[config.mk]
export PLATFORM = sky130hd
export DESIGN_NAME = mult_share_arbiter
export DESIGN_NICKNAME = d
export VERILOG_FILES = /design/src/rtl/mult_share_arbiter.sv
export SDC_FILE = /design/constraint.sdc
export NUM_CORES = 1
export LEC_CHECK = 0
export ABC_CLOCK_PERIOD_IN_PS = 2400
export CORE_AREA = 2 2 155 157
export DETAILED_ROUTE_END_ITERATION = 7
export DIE_AREA = 0 0 157 159
export SLEW_MARGIN = 25
export SYNTH_ARGS = -nofsm -noshare
export SYNTH_HDL_FRONTEND = slang
export SYNTH_SLANG_ARGS = --single-unit
[constraint.sdc]
create_clock -name clk -period 2.4 [get_ports clk]
set_clock_uncertainty 0.1 [all_clocks]
set_input_delay 0.24 -clock clk [delete_from_list [all_inputs] [get_ports clk]]
set_output_delay 0.24 -clock clk [all_outputs]
set_load 0.05 [all_outputs]
[src/rtl/mult_share_arbiter.sv]
// mult_share_arbiter: shares one iterative multiplier among NUM_REQ requesters.
// Round-robin grant in IDLE, then CLEAR -> SETTLE -> RUN -> RESP sequencing of the
// multiplier, and a one-cycle ack with the product back to the winner.
// Optional watchdog: define MULT_ARB_TIMEOUT_EN to abort a stuck RUN after
// TIMEOUT_CYCLES cycles with err=1 and result=0.
module mult_share_arbiter #(
  parameter int unsigned NUM_REQ        = 4,
  parameter int unsigned WIDTH          = 32,
  parameter int unsigned TIMEOUT_CYCLES = 4096
) (
  input  logic                       clk,
  input  logic                       reset_n,
  input  logic [NUM_REQ-1:0]         req,
  input  logic [NUM_REQ*WIDTH-1:0]   req_in1,
  input  logic [NUM_REQ*WIDTH-1:0]   req_in2,
  output logic [NUM_REQ-1:0]         ack,
  output logic [WIDTH-1:0]           result,
  output logic                       err,
  output logic                       busy,
  output logic [$clog2(NUM_REQ)-1:0] grant_id,
  output logic                       mult_reset_n,
  output logic                       mult_ready,
  output logic [WIDTH-1:0]           mult_in1,
  output logic [WIDTH-1:0]           mult_in2,
  input  logic                       mult_done,
  input  logic [WIDTH-1:0]           mult_out
);

  localparam int unsigned IDW = $clog2(NUM_REQ);

  // Reject configurations the arbiter was not built for at elaboration time.
  if (NUM_REQ < 2 || NUM_REQ > 8 || TIMEOUT_CYCLES < 2) begin : g_bad_cfg
    $error("mult_share_arbiter: NUM_REQ must be 2..8 and TIMEOUT_CYCLES >= 2");
  end

  typedef enum logic [2:0] {
    IDLE,
    CLEAR,
    SETTLE,
    RUN,
    RESP
  } state_t;

  state_t             state;
  state_t             state_next;

  logic [IDW-1:0]     rr_ptr;
  logic [IDW-1:0]     cand_idx;
  logic [IDW-1:0]     pick_idx;
  logic               pick_valid;
  logic [WIDTH-1:0]   pick_in1;
  logic [WIDTH-1:0]   pick_in2;
  logic [NUM_REQ-1:0] grant_oh;

  logic               take_grant;
  logic               capture;
  logic               timeout_hit;
  logic               wd_expired;

  // Round-robin search: first set req bit starting just above the last winner.
  always_comb begin
    pick_valid = 1'b0;
    pick_idx   = '0;
    cand_idx   = '0;
    for (int unsigned k = 1; k <= NUM_REQ; k++) begin
      cand_idx = IDW'((32'(rr_ptr) + k) % NUM_REQ);
      if (!pick_valid && req[cand_idx]) begin
        pick_valid = 1'b1;
        pick_idx   = cand_idx;
      end
    end
  end

  // Operand mux selecting the candidate winner's flattened operand slices.
  always_comb begin
    pick_in1 = '0;
    pick_in2 = '0;
    for (int unsigned i = 0; i < NUM_REQ; i++) begin
      if (pick_idx == IDW'(i)) begin
        pick_in1 = req_in1[i*WIDTH +: WIDTH];
        pick_in2 = req_in2[i*WIDTH +: WIDTH];
      end
    end
  end

  // One-hot decode of the latched grant, used for the ack pulse.
  always_comb begin
    grant_oh = '0;
    for (int unsigned i = 0; i < NUM_REQ; i++) begin
      grant_oh[i] = (grant_id == IDW'(i));
    end
  end

  // State register.
  always_ff @(posedge clk) begin
    if (!reset_n) begin
      state <= IDLE;
    end else begin
      state <= state_next;
    end
  end

  // Next-state decode plus the one-cycle strobes that steer the datapath.
  always_comb begin
    state_next  = state;
    take_grant  = 1'b0;
    capture     = 1'b0;
    timeout_hit = 1'b0;
    case (state)
      IDLE: begin
        if (pick_valid) begin
          state_next = CLEAR;
          take_grant = 1'b1;
        end
      end
      CLEAR:  state_next = SETTLE;
      SETTLE: state_next = RUN;
      RUN: begin
        if (mult_done) begin
          state_next = RESP;
          capture    = 1'b1;
        end else if (wd_expired) begin
          state_next  = RESP;
          timeout_hit = 1'b1;
        end
      end
      RESP:    state_next = IDLE;
      default: state_next = IDLE;
    endcase
  end

  // Control outputs are registered from the next state so each one lines up
  // exactly with the state it belongs to while still having its own reset value
  // (mult_reset_n is low in reset even though IDLE drives it high).
  always_ff @(posedge clk) begin
    if (!reset_n) begin
      busy         <= 1'b0;
      mult_reset_n <= 1'b0;
      mult_ready   <= 1'b0;
      ack          <= '0;
    end else begin
      busy         <= (state_next != IDLE);
      mult_reset_n <= (state_next != CLEAR);
      mult_ready   <= (state_next == RUN);
      ack          <= (state_next == RESP) ? grant_oh : '0;
    end
  end

  // Grant bookkeeping and operand latch, updated only on an IDLE grant.
  always_ff @(posedge clk) begin
    if (!reset_n) begin
      rr_ptr   <= IDW'(NUM_REQ - 1);
      grant_id <= '0;
      mult_in1 <= '0;
      mult_in2 <= '0;
    end else if (take_grant) begin
      rr_ptr   <= pick_idx;
      grant_id <= pick_idx;
      mult_in1 <= pick_in1;
      mult_in2 <= pick_in2;
    end
  end

  // Result register: product on completion, zero on a watchdog abort, else held.
  always_ff @(posedge clk) begin
    if (!reset_n) begin
      result <= '0;
    end else if (capture) begin
      result <= mult_out;
    end else if (timeout_hit) begin
      result <= '0;
    end
  end

`ifdef MULT_ARB_TIMEOUT_EN
  localparam int unsigned TW = $clog2(TIMEOUT_CYCLES + 1);

  logic [TW-1:0] wd_cnt;

  assign wd_expired = (wd_cnt == TW'(TIMEOUT_CYCLES - 1));

  // Watchdog: held at zero outside RUN, so it restarts on every RUN entry.
  always_ff @(posedge clk) begin
    if (!reset_n || state != RUN) begin
      wd_cnt <= '0;
    end else begin
      wd_cnt <= wd_cnt + 1'b1;
    end
  end

  // err accompanies the ack of an aborted transaction only.
  always_ff @(posedge clk) begin
    if (!reset_n) begin
      err <= 1'b0;
    end else begin
      err <= timeout_hit;
    end
  end
`else
  assign wd_expired = 1'b0;
  assign err        = 1'b0;
`endif

endmodule

==> flow_summary.ini, run 1 <==
[sta]
maxSlewViolCount = 0
rsz0062_at_grt = no
maxSlewHeadroom_pct = 46.0
setup_viol = 0
fin_crit_ps = 2220
hold_violations = 0
max_freq_ghz = 0.451
tightestPinTransition_ps = 806
fin_crit_sh_pct = 92.3

[clock_tree]
post_cts_buffers = 0
path_clk_slew_ps = 90
clock_latency_ps = 360
ctsLongestPathBuffers = 2
ctsResizeCount = 0
cts-htree-levels = 3
root_buffer = clkbuf_16
cts_hold_buf = 0
cts_tree = done
cts.sinks = 110
numCtsBuffers = 9

[critical_path]
critPathSlowestCell = clkdlybuf4s50_1
critPathCaptureType = register
cpPeakStageDelay_ps = 550
cp_top_family = buffers and inverters
criticalPathCategory = primary input to register
worst_ep_required_time_ps = 2560
crit_fanout = 57
critical_path.most_common_cell = buf_4
startpoint_type = primary input
critPathBufInv = 4
arrival_ps = 2370
crit_chain = clkdlybuf4s50_1, buf_4, or2b_1, a21oi_1, buf_4, o31ai_4, buf_12, o21ai_0, o2bb2ai_1

[power_and_ir_drop]
total_power_mw = 6.98
vdd_drop_max_v = 0.000307
p_leak_nw = 3.88
power_density_nw_per_um2 = 645

[finish]
fin_cells = 1311
finish.utilization_pct = 46.7
fillers = 2238
stdcell_area_sq_um = 10800
nets = 1281
drive_above_1_share_pct = 18.4
synthToLayoutAreaGrowth_pct = 86.7

[yosys]
netlist_area_sq_um = 5800
synth.top_cells.by_area = dfxtp_1 (38%), mux2_4 (12%), o22ai_2 (9.7%)
synth_ff_type = dfxtp_1
yosys.area.top_type = dfxtp_1
netlist_instances = 580
synth_top_area_share_pct = 38.0
synth-edff-count = 0
seq_area_frac_synth_pct = 38.0
ys_ff_latch = 110
synth_fp_nets = 875
ys_warn_count = 0
synth-async-reset-ratio_pct = 0
syn_avg_cell_area_sq_um = 10.0
synth_cell_types = 40

[global_route]
gr-total-overflow = 0
grt_first_pass_wirelength_mm = 37.2
grt_pass1_vias = 6373
grt_start_max_net_pins = 58
antenna_found_initial = 1
grt_usage_pct = 19.5

[route]
first_pass_iters = 4
wl_mm = 25.1
post_drt_wl_per_cell_microns = 19.1
drc = 0
viasPerCell = 4.61
antenna_left = 0
first_iter_violations = 274
vias = 6045

[placement]
place_inst = 1294
placed_cell_area_sq_um = 10500
dp_hpwl_mm = 19.2
routabilityCongestion = 0.817
io_buffers = 399

[floorplanning]
initial_utilization_pct = 25.0
die_y_microns = 159
chipWidth_microns = 157
io_pins = 401
core_sq_um = 23200
dieArea_sq_um = 25000
num_rows = 56

[flow_run]
cap_violations = 0

[outcome]
outcome = finished clean

[worst_hold_path]
hold_path.class = primary input to register
## Yosys cell counts, types with 3 or more instances
master       n
buf_1        5
o2bb2ai_1   58
dfxtp_1    110
mux2_2      14
o21ai_0     69
nor2_1      13
buf_2       13
o22ai_1     14
mux2_4      45
a31oi_1      7
clkbuf_1    25
nand3_1      7
a21oi_1      3
o21a_1       6
or2_2        3
mux2i_1      5
nand2_1     74
o22ai_2     45
buf_6        6
a21boi_0    33
buf_4        3
## cell type report
cell class / instances / area [sq um] / area share [%]
Tap cell: 319 / 399 / 3.69
Timing Repair Buffer: 448 / 4550 / 42.0
Clock buffer: 9 / 225 / 2.08
Antenna cell: 1 / 2.50 / 0.0231
Sequential cell: 110 / 2200 / 20.3
Multi-Input combinational cell: 417 / 3350 / 30.9
Clock inverter: 7 / 101 / 0.936
## logic make-up after synthesis
kind of cell | synth area share [%]
buf+inv | 4.70
flops | 38.0
mux | 15.2
other cells | 0.0646
simple gates | 7.94
compound gates | 34.1
## flip-flops by register name, indices dropped and copies added, names as in the netlist
name          count
result           32
mult_ready        1
grant_id          2
mult_reset_n      1
mult_in1         32
mult_in2         32
state             3
ack               4
busy              1
rr_ptr            2
## path summary, 6_finish.rpt
check | startpoint | to | slack (ps) | depth (start not counted)
min reg2reg | result[25] | result[25] | 360 | 2
min | mult_out[17] | result[17] | 320 | 3
max reg2reg | rr_ptr[0] | mult_in1[11] | 330 | 6
max | req[1] | mult_in1[11] | 180 | 9
## metrics by stage
| stage | setup slack, ps | TNS (ps) | hold WS, ps |
|---|---|---|---|
| finish | 185 | 0 | 320 |
| global route | 103 | 0 | 331 |
| CTS | 201 | 0 | 303 |
| detailed placement | -179 | -5530 | 347 |
| global placement | -160 | -1920 | 346 |
| floorplan | 508 | 0 | 278 |
## routing by layer
layer / vias to the layer above / part of all wire [%] / track usage (%)
met5: - / 0 / 0
met1: 2820 / 42 / 23.0
met2: 239 / 49 / 34.4
met3: 18 / 8.2 / 5.99
met4: 0 / 1.3 / 4.09
li1: 2968 / - / -
## cells in the final DEF (no fill, tap or decap), types with 2 or more instances in the layout
cell	count
a21boi_0	33
a21o_1	2
a21oi_1	3
a31oi_1	7
buf_12	15
buf_4	34
clkbuf_16	9
clkdlybuf4s50_1	399
clkinv_8	2
dfxtp_1	110
inv_12	3
mux2_2	14
mux2_4	45
mux2i_1	5
nand2_1	74
nand2b_1	2
nand3_1	6
nor2_1	11
o21a_1	6
o21ai_0	69
o22ai_1	14
o22ai_2	45
o2bb2ai_1	58
o31ai_4	2
or2_2	3
## worst min-delay path: cells and delay by family
kind            cells  cell delay (ps)
buf+inv             1              390
compound gates      1               60
simple gates        1               50
## report_power, final
group          leakage [nW]  internal [mW]  switching [mW]  total, mW
clock                 0.157          0.780           0.893       1.67
combinational          2.82           1.50            1.65       3.14
sequential            0.903           2.04           0.130       2.17
Power figures use the tool's default switching activity.
==> run 2: changes to the inputs <==
--- a/config.mk
+++ b/config.mk
@@ -9,6 +9,7 @@
 export CORE_AREA = 2 2 155 157
 export DETAILED_ROUTE_END_ITERATION = 7
 export DIE_AREA = 0 0 157 159
+export HOLD_SLACK_MARGIN = 0.1
 export SLEW_MARGIN = 25
 export SYNTH_ARGS = -nofsm -noshare
 export SYNTH_HDL_FRONTEND = slang
==> results of run 2 <==
Final layout, timing and power as in run 1 (identical DEF).
